$ cat src/rtl/axi_lite_alu_pkg.sv
// rtl/axi_lite_alu_pkg.sv - register map, op encodings, response codes and bit indices
package axi_lite_alu_pkg;

  localparam logic [2:0] REG_OPA       = 3'd0;
  localparam logic [2:0] REG_OPB       = 3'd1;
  localparam logic [2:0] REG_CTRL      = 3'd2;
  localparam logic [2:0] REG_STATUS    = 3'd3;
  localparam logic [2:0] REG_RESULT_LO = 3'd4;
  localparam logic [2:0] REG_RESULT_HI = 3'd5;

  typedef enum logic [1:0] {
    OP_ADD = 2'b00,
    OP_SUB = 2'b01,
    OP_AND = 2'b10,
    OP_XOR = 2'b11
  } alu_op_e;

  localparam logic [1:0] RESP_OKAY   = 2'b00;
  localparam logic [1:0] RESP_SLVERR = 2'b10;

  localparam int CTRL_START   = 0;
  localparam int CTRL_OP_LO   = 1;
  localparam int CTRL_OP_HI   = 2;
  localparam int CTRL_AUTO    = 3;
  localparam int CTRL_IE      = 4;
  localparam int STATUS_DONE  = 0;
  localparam int STATUS_CARRY = 1;

endpackage

$ cat src/rtl/axi_lite_alu_regs_alu_core.sv
// rtl/axi_lite_alu_regs_alu_core.sv - registered ALU stage; loads one edge after trig
module alu_core
  import axi_lite_alu_pkg::*;
#(
  parameter int DATA_WIDTH = 32
) (
  input  logic                  clk,
  input  logic                  rst,
  input  alu_op_e               op,
  input  logic [DATA_WIDTH-1:0] a,
  input  logic [DATA_WIDTH-1:0] b,
  input  logic                  trig,
  output logic [DATA_WIDTH-1:0] result,
  output logic                  carry,
  output logic                  done_pulse
);

  logic                trig_q;
  logic [DATA_WIDTH:0] next_val;

  // The extra top bit is the carry for add and the borrow for subtract.
  always_comb begin
    next_val = '0;
    case (op)
      OP_ADD:  next_val = {1'b0, a} + {1'b0, b};
      OP_SUB:  next_val = {1'b0, a} - {1'b0, b};
      OP_AND:  next_val = {1'b0, a & b};
      OP_XOR:  next_val = {1'b0, a ^ b};
      default: next_val = '0;
    endcase
  end

  always_ff @(posedge clk or posedge rst) begin
    if (rst) begin
      trig_q <= 1'b0;
      result <= '0;
      carry  <= 1'b0;
    end else begin
      trig_q <= trig;
      if (trig_q) begin
        {carry, result} <= next_val;
      end
    end
  end

  assign done_pulse = trig_q;

endmodule

$ cat src/rtl/axi_lite_alu_regs.sv
// rtl/axi_lite_alu_regs.sv - AXI4-Lite slave with operand/control registers and ALU result
module axi_lite_alu_regs
  import axi_lite_alu_pkg::*;
#(
  parameter int DATA_WIDTH = 32,
  parameter int ADDR_WIDTH = 8,
  parameter int RESP_WIDTH = 2
) (
  input  logic                    s1_axi_aclk,
  input  logic                    s1_axi_areset,
  input  logic [ADDR_WIDTH-1:0]   s1_axi_awaddr,
  input  logic                    s1_axi_awvalid,
  output logic                    s1_axi_awready,
  input  logic [DATA_WIDTH-1:0]   s1_axi_wdata,
  input  logic [DATA_WIDTH/8-1:0] s1_axi_wstrb,
  input  logic                    s1_axi_wvalid,
  output logic                    s1_axi_wready,
  output logic [RESP_WIDTH-1:0]   s1_axi_bresp,
  output logic                    s1_axi_bvalid,
  input  logic                    s1_axi_bready,
  input  logic [ADDR_WIDTH-1:0]   s1_axi_araddr,
  input  logic                    s1_axi_arvalid,
  output logic                    s1_axi_arready,
  output logic [DATA_WIDTH-1:0]   s1_axi_rdata,
  output logic [RESP_WIDTH-1:0]   s1_axi_rresp,
  output logic                    s1_axi_rvalid,
  input  logic                    s1_axi_rready,
  output logic                    irq
);

  localparam int NB = DATA_WIDTH / 8;

  logic                  aw_held, w_held, rd_lo_q;
  logic [ADDR_WIDTH-1:0] aw_addr_q;
  logic [DATA_WIDTH-1:0] w_data_q, opa, opb, result, rd_val;
  logic [NB-1:0]         w_strb_q;
  alu_op_e               op_q;
  logic                  auto_q, ie_q, done_q, carry, done_pulse;
  logic                  commit, wr_ok, trig, rd_err;
  logic [2:0]            widx, ridx;
  logic                  unused_addr_bits;

  function automatic logic [DATA_WIDTH-1:0] merge(input logic [DATA_WIDTH-1:0] old,
                                                  input logic [DATA_WIDTH-1:0] data,
                                                  input logic [NB-1:0] strb);
    merge = old;
    for (int i = 0; i < NB; i++) begin
      if (strb[i]) merge[i*8 +: 8] = data[i*8 +: 8];
    end
  endfunction

  assign s1_axi_awready = !s1_axi_areset && !aw_held && !s1_axi_bvalid;
  assign s1_axi_wready  = !s1_axi_areset && !w_held && !s1_axi_bvalid;
  assign s1_axi_arready = !s1_axi_areset && !s1_axi_rvalid;
  assign unused_addr_bits = ^{aw_addr_q[1:0], s1_axi_araddr[1:0]};

  assign commit = aw_held && w_held;
  assign widx   = aw_addr_q[4:2];
  assign wr_ok  = ((aw_addr_q >> 5) == '0) && (widx <= REG_CTRL);
  assign trig   = commit && wr_ok &&
                  ((widx == REG_CTRL && w_strb_q[0] && w_data_q[CTRL_START]) ||
                   (widx == REG_OPB && auto_q));
  assign irq    = done_q && ie_q;

  assign ridx = s1_axi_araddr[4:2];
  always_comb begin
    rd_val = '0;
    rd_err = 1'b0;
    if ((s1_axi_araddr >> 5) != '0) begin
      rd_err = 1'b1;
    end else begin
      case (ridx)
        REG_OPA:       rd_val = opa;
        REG_OPB:       rd_val = opb;
        REG_CTRL:      rd_val = DATA_WIDTH'({ie_q, auto_q, op_q, 1'b0});
        REG_STATUS:    rd_val = DATA_WIDTH'({carry, done_q});
        REG_RESULT_LO: rd_val = result;
        REG_RESULT_HI: rd_val = DATA_WIDTH'(carry);
        default:       rd_err = 1'b1;
      endcase
    end
  end

  always_ff @(posedge s1_axi_aclk or posedge s1_axi_areset) begin
    if (s1_axi_areset) begin
      aw_held <= 1'b0; aw_addr_q <= '0;
      w_held <= 1'b0; w_data_q <= '0; w_strb_q <= '0;
      s1_axi_bvalid <= 1'b0; s1_axi_bresp <= '0;
      s1_axi_rvalid <= 1'b0; s1_axi_rresp <= '0; s1_axi_rdata <= '0; rd_lo_q <= 1'b0;
      opa <= '0; opb <= '0; op_q <= OP_ADD; auto_q <= 1'b0; ie_q <= 1'b0; done_q <= 1'b0;
    end else begin
      if (s1_axi_awvalid && s1_axi_awready) begin
        aw_held   <= 1'b1;
        aw_addr_q <= s1_axi_awaddr;
      end
      if (s1_axi_wvalid && s1_axi_wready) begin
        w_held   <= 1'b1;
        w_data_q <= s1_axi_wdata;
        w_strb_q <= s1_axi_wstrb;
      end
      if (commit) begin
        aw_held       <= 1'b0;
        w_held        <= 1'b0;
        s1_axi_bvalid <= 1'b1;
        s1_axi_bresp  <= wr_ok ? RESP_WIDTH'(RESP_OKAY) : RESP_WIDTH'(RESP_SLVERR);
        if (wr_ok) begin
          case (widx)
            REG_OPA: opa <= merge(opa, w_data_q, w_strb_q);
            REG_OPB: opb <= merge(opb, w_data_q, w_strb_q);
            default: if (w_strb_q[0]) begin
              op_q   <= alu_op_e'(w_data_q[CTRL_OP_HI:CTRL_OP_LO]);
              auto_q <= w_data_q[CTRL_AUTO];
              ie_q   <= w_data_q[CTRL_IE];
            end
          endcase
        end
      end else if (s1_axi_bvalid && s1_axi_bready) begin
        s1_axi_bvalid <= 1'b0;
      end

      if (s1_axi_arvalid && s1_axi_arready) begin
        s1_axi_rvalid <= 1'b1;
        s1_axi_rdata  <= rd_val;
        s1_axi_rresp  <= rd_err ? RESP_WIDTH'(RESP_SLVERR) : RESP_WIDTH'(RESP_OKAY);
        rd_lo_q       <= !rd_err && (ridx == REG_RESULT_LO);
      end else if (s1_axi_rvalid && s1_axi_rready) begin
        s1_axi_rvalid <= 1'b0;
      end

      // A completing computation wins over a same-edge clear.
      if (done_pulse) begin
        done_q <= 1'b1;
      end else if (trig || (s1_axi_rvalid && s1_axi_rready && rd_lo_q)) begin
        done_q <= 1'b0;
      end
    end
  end

  alu_core #(.DATA_WIDTH(DATA_WIDTH)) u_alu (
    .clk        (s1_axi_aclk),
    .rst        (s1_axi_areset),
    .op         (op_q),
    .a          (opa),
    .b          (opb),
    .trig       (trig),
    .result     (result),
    .carry      (carry),
    .done_pulse (done_pulse)
  );

endmodule
$ cat config.mk
export PLATFORM = sky130hd
export DESIGN_NAME = axi_lite_alu_regs
export DESIGN_NICKNAME = d
export VERILOG_FILES = /design/src/rtl/axi_lite_alu_pkg.sv /design/src/rtl/axi_lite_alu_regs_alu_core.sv /design/src/rtl/axi_lite_alu_regs.sv
export SDC_FILE = /design/constraint.sdc
export NUM_CORES = 1
export LEC_CHECK = 0
export BUFFER_PORTS_ARGS = -buffer_cell sky130_fd_sc_hd__buf_2
export CAP_MARGIN = 20
export CORE_MARGIN = 2
export CORE_UTILIZATION = 55
export DETAILED_ROUTE_END_ITERATION = 16
export PLACE_DENSITY = 0.82
export REMOVE_ABC_BUFFERS = 1
export SLEW_MARGIN = 20
export SYNTH_ARGS = -nofsm -noshare
export SYNTH_HDL_FRONTEND = slang
export SYNTH_HIERARCHICAL = 1
export SYNTH_SLANG_ARGS = --single-unit
export TNS_END_PERCENT = 30
$ cat constraint.sdc
create_clock -name s1_axi_aclk -period 8.7 [get_ports s1_axi_aclk]
set_clock_uncertainty 0.1 [all_clocks]
set_input_delay 0 -clock s1_axi_aclk [delete_from_list [all_inputs] [get_ports s1_axi_aclk]]
set_output_delay 0 -clock s1_axi_aclk [all_outputs]
set_load 0.05 [all_outputs]
# Yosys cells after proc, flatten, opt, wreduce, memory -nomap -nowiden
# Index checks and enable logic that the tools add are counted.
word_totals:
  wordCells: 108
  in_bits: 59
  out_inout_bits: 42
  regBits: 188
classes:
  reduce_logical: 49
  n_addsub: 2
  magnitude_cmp: 1
  eq_ne: 10
  mux: 17
  n_bitwise: 3
ops:
  columns: ["cell", "count"]
  rows:
  - ["one-hot mux 32 bit (6 select lines)", 1]
  - ["one-hot mux 33 bit (4 select lines)", 1]
  - ["AND reduction 4 bit", 9]
  - ["adder 32 x 32 -> 33 bit", 1]
  - ["subtractor 32 x 32 -> 33 bit", 1]
  - ["AND 32 bit", 1]
  - ["2-to-1 mux 32 bit", 1]
  - ["XOR 32 bit", 1]
  - ["logical AND 1 bit", 20]
  - ["2-to-1 mux 1 bit", 12]
  - ["nonzero test 2 bit", 5]
  - ["equality test 3 x 2 -> 1 bit, second input constant", 3]
  - ["zero test 8 bit", 1]
  - ["nonzero test 8 bit", 1]
  - ["equality test 3 x 1 -> 1 bit, second input constant", 2]
  - ["equality test 3 bit, second input constant", 2]
  - ["zero test 1 bit", 6]
  - ["zero test 3 bit", 2]
  - ["OR reduction 6 bit", 1]
  - ["equality test 2 bit, second input constant", 2]
  - ["2-to-1 mux 2 bit", 2]
  - ["<= comparator 3 x 2 -> 1 bit, second input constant", 1]
  - ["equality test 2 x 1 -> 1 bit, second input constant", 1]
  - ["zero test 2 bit", 1]
  - ["other kinds (3)", 4]

# Longest topological paths before layout
depth:
  word_depth: 8
  depth_mapped: 17
  ltp_nobuf: 16

# Hierarchy
# The synthesis kept the hierarchy.
modules_own_cells:
  columns: ["module", "seq_area_each_um2", "instances", "area_per_inst_um2", "cells_per_inst"]
  rows:
  - ["axi_lite_alu_regs", 3753.6, 1, 6368.6, 475]
  - ["alu_core", 850.8, 1, 4659.5, 571]

# Worst setup path before layout
# OpenSTA, ideal clock, no wires.
synth_path:
  path_type: "register to register"
  start: "register opb[3]"
  end: "register u_alu.result[26]"
  setup_time_ns: 0.126
  period_less_slack_ns: 3.988
  arrival_time_ns: 3.762
  stages_incl_launch_ff: 16
  setup_slack_ns: 4.712
  n_path_buf: 0
  required_ns: 8.474
  cell_sequence: "dfrtp_1 or3_4 or4_1 nor3_2 nand2_1 o21ai_1 xor2_1 ha_1 and2_1 nand2_1 nor2_1 a31oi_1 o41ai_2 a21oi_1 xnor2_1 a221o_1"
synth_between:
  elab_chain_cells: 2
  elab_cells_between_ends: 3
  cone_classes: "add/sub (2); mux (1)"
synth_rtl:
  columns: ["element", "line_no", "rtl"]
  rows:
  - ["start, declared", "axi_lite_alu_regs.sv:35", "logic [DATA_WIDTH-1:0] w_data_q, opa, opb, result, rd_val;"]
  - ["start signal, assigned", "axi_lite_alu_regs.sv:109", "REG_OPB: opb <= merge(opb, w_data_q, w_strb_q);"]
  - ["subtractor 32 x 32 -> 33 bit or adder 32 x 32 -> 33 bit (tied branches)", "axi_lite_alu_regs_alu_core.sv:26, axi_lite_alu_regs_alu_core.sv:25", null]
  - ["one-hot mux 33 bit (4 select lines) (*)", "axi_lite_alu_regs_alu_core.sv:24", "case (op)"]
  - ["end signal, assigned", "axi_lite_alu_regs_alu_core.sv:41", "{carry, result} <= next_val;"]
  - ["end, declared", "axi_lite_alu_regs_alu_core.sv:13", "output logic [DATA_WIDTH-1:0] result,"]
# Mark *: on every way between the ends. The rest lies on a longest branch, timed or not.
# A chain may end at the register's enable or synchronous reset.

# Worst setup path in the final report
# Ends and elaborated chain as after synthesis.

==> flow_summary.json <==
{
  "numCtsBuffers": 17,
  "r2r_end": "u_alu/result[26]",
  "syn_area_um2": 11000,
  "port_buffers": 94,
  "ys_seq_area_share_pct": 41.8,
  "rsz0062_at_grt": "no",
  "synth_seq_cells": 184,
  "post_cts_resized": 0,
  "antenna_found_initial": 0,
  "r2r_slack_ps": 3790,
  "place_congestion": 0.934,
  "ys_types": 73,
  "grt_pass1_vias": 8631,
  "holdPathStages": 4,
  "first_pass_iters": 7,
  "ys_async_sr_fraction_pct": 100,
  "synth-edff-count": 0,
  "nNetsFinal": 1291,
  "synth_top_family_by_area": "multiplexers",
  "die_h_um": 146,
  "detail-route-antenna-nets": 0,
  "cts.clk_slew.worst_paths_ps": 70,
  "yosys_warnings": 6,
  "setup_viol": 0,
  "top_level_ports": 101,
  "fp.coreArea_um2": 19600,
  "hpwl_um": 17900,
  "cp.arrival_ps": 5140,
  "placementRows": 51,
  "post-route-period-util_pct": 56.5,
  "synth-xor-area-share_pct": 4.45,
  "cts_root_buffer": "clkbuf_16",
  "h-tree-depth": 4,
  "tritoncts": "yes",
  "worstSetupPathType": "register to register",
  "drc_errors": 0,
  "holdWs_ps": 15.1,
  "cts_max_path_buffers": 2,
  "die-width_um": 146,
  "drive_gt1_share_pct": 24.0,
  "whs_endpoint": "s1_axi_rvalid",
  "grt_max_degree": 77,
  "start_util_pct": 56.3,
  "slowest_stage": "o41ai_2",
  "period_needed_ps": 4910,
  "path_cells": "or3_4 -> or4_1 -> nor3_2 -> nand2_1 -> o21ai_1 -> xor2_1 -> ha_1 -> and2_1 -> nand2_1 -> nor2_1 -> a31oi_1 -> o41ai_2 -> a21oi_1 -> xnor2_1 -> a221o_1",
  "antenna_cells": 0,
  "vias": 8659,
  "grt_pass1_wl_um": 44400,
  "synth_ff_type": "dfrtp_1",
  "worst-r2r-cell-count": 15,
  "cts_sinks": 184,
  "outcome": "completed",
  "clock_latency_ps": 440,
  "end_kind": "register",
  "tns_ps": 0,
  "grtUsageTotal_pct": 26.0,
  "path_common_cell": "nand2_1",
  "syn_area_per_cell_um2": 10.5,
  "dieArea_um2": 21200,
  "dr.first_iter.drc_count": 641,
  "final_cell_mix": "dfrtp_1 (184), mux2_2 (119), buf_2 (94)",
  "synthMuxAreaShare_pct": 17.6,
  "grt_overflow": 0,
  "startpoint_type": "register",
  "max_stage_delay_ps": 590,
  "critPathMaxFanout": 6,
  "r2r-start": "opb[3]",
  "post_drt_wl_per_cell_um": 18.9,
  "via_per_inst": 6.00,
  "final_common_cell": "dfrtp_1",
  "maxCapViolCount": 0,
  "routed_wl_um": 27200,
  "synthToLayoutAreaGrowth_pct": 16.1,
  "hold_viol": 0,
  "slew-limit-headroom_pct": 33.6,
  "fmaxAchievable_ghz": 0.203,
  "slew_viol_final": 0,
  "worstMarginPinSlew_ps": 996,
  "startpoint": "opb[3]",
  "synth_cells": 1046,
  "worstHoldPathType": "input port to register",
  "synth-simple-area-share_pct": 10.2,
  "crit_required_ps": 8930,
  "synth_fa_ha_area_share_pct": 7.56,
  "hold_start": "s1_axi_arvalid",
  "synth_compound_area_share_pct": 15.8
}
==> synthesized netlist by cell type (all sizes together) (3+ instances only) <==
library cell | instances | area share [%]
nor3 | 12 | 0.74
o21ai | 76 | 3.4
nor4 | 5 | 0.34
or3 | 3 | 0.22
xnor2 | 28 | 2.2
o21bai | 8 | 0.54
nor2 | 55 | 1.9
inv | 22 | 0.75
mux2 | 121 | 12
o32a | 3 | 0.27
nand2 | 86 | 3.0
nand2b | 7 | 0.40
o21a | 4 | 0.27
xor2 | 28 | 2.2
a31oi | 8 | 0.45
o22ai | 3 | 0.17
and3 | 3 | 0.17
o41ai | 6 | 0.68
nor2b | 9 | 0.51
mux2i | 58 | 5.3
buf | 15 | 0.66
o211ai | 6 | 0.41
a21o | 17 | 1.2
a211o | 3 | 0.24
a22o | 28 | 2.2
o31ai | 7 | 0.48
nor3b | 4 | 0.42
nand4 | 6 | 0.34
nand3b | 4 | 0.27
nand3 | 10 | 0.50
dfrtp | 184 | 42
a22oi | 5 | 0.34
a21oi | 69 | 3.1
a21boi | 3 | 0.20
clkbuf | 35 | 1.2
or4 | 5 | 0.48
ha | 65 | 7.4
a211oi | 5 | 0.34
and2 | 6 | 0.34
==> critical path, delay by kind of cell, from the launching register on <==
kind	cells	cell delay, ps
AO/OA/AOI/OAI	5	1490
XOR/XNOR	2	260
flip-flops	1	460
adder cells (fa/ha/maj)	1	370
AND/OR/NAND/NOR	7	2110
==> metrics by stage <==
stage / instance area, um2 / setup slack, ps / utilization (%) / instances
2_1_floorplan: 10800 / 4380 / - / 997
3_3_place_gp: 11700 / 3980 / 59.8 / 1366
3_5_place_dp: 11700 / 3990 / 59.8 / 1366
4_1_cts: 12800 / 3930 / 65.3 / 1443
5_1_grt: 12800 / 3690 / 65.4 / 1443
6_report: 12800 / 3790 / 65.4 / 1443
==> final cells by class <==
type / instances / area (um2)
inverter: 22 / 87.6
timing repair buffer: 150 / 1010
tap: 265 / 332
clock inverter: 14 / 196
sequential: 184 / 4600
clock buffer: 17 / 425
multi-input combinational: 791 / 6150
fill: 1524 / 6790
==> cell families (layout without fill, tap and decap cells) <==
family,count (synthesis),after routing
DFF,184,184
AOI/OAI and AO/OA,268,268
buffers and inverters,72,203
other,1,2
xor gates and xnor gates,56,56
adders and majority gates,66,66
muxes,179,179
and+or+nand+nor,220,220
==> worst max-delay path by stage <==
| stage | endpoint | cells after the start |
|---|---|---|
| after floorplan | u_alu/carry | 12 |
| after global placement | u_alu/result[26] | 15 |
| after detailed placement | u_alu/result[26] | 15 |
| after CTS | u_alu/result[26] | 15 |
| after global routing | u_alu/carry | 15 |
| final | u_alu/result[26] | 15 |
==> per-layer routing <==
metal	vias up	global-route usage, %	routed length (um)
met5	-	0	0
met4	0	6.67	399
met3	32	5.14	1440
met2	274	43.2	13100
met1	4293	35.1	12300
li1	4060	-	-
==> sequential cells by signal, summed over array words and instances (netlist names), 2 cells and up <==
register      cells
s1_axi_rdata     32
w_strb_q          4
u_alu/result     32
aw_addr_q         6
op_q              2
opb              32
w_data_q         32
opa              32
==> repair_timing <==
action                    in CTS  in global routing
setup buffers                  0                  0
hold endpoints to repair     154                  0
hold buffers                  46                  0
Power is left out: the tool's default activity adds up to more than one toggle a clock period on the data nets, which glitch-free logic cannot reach.
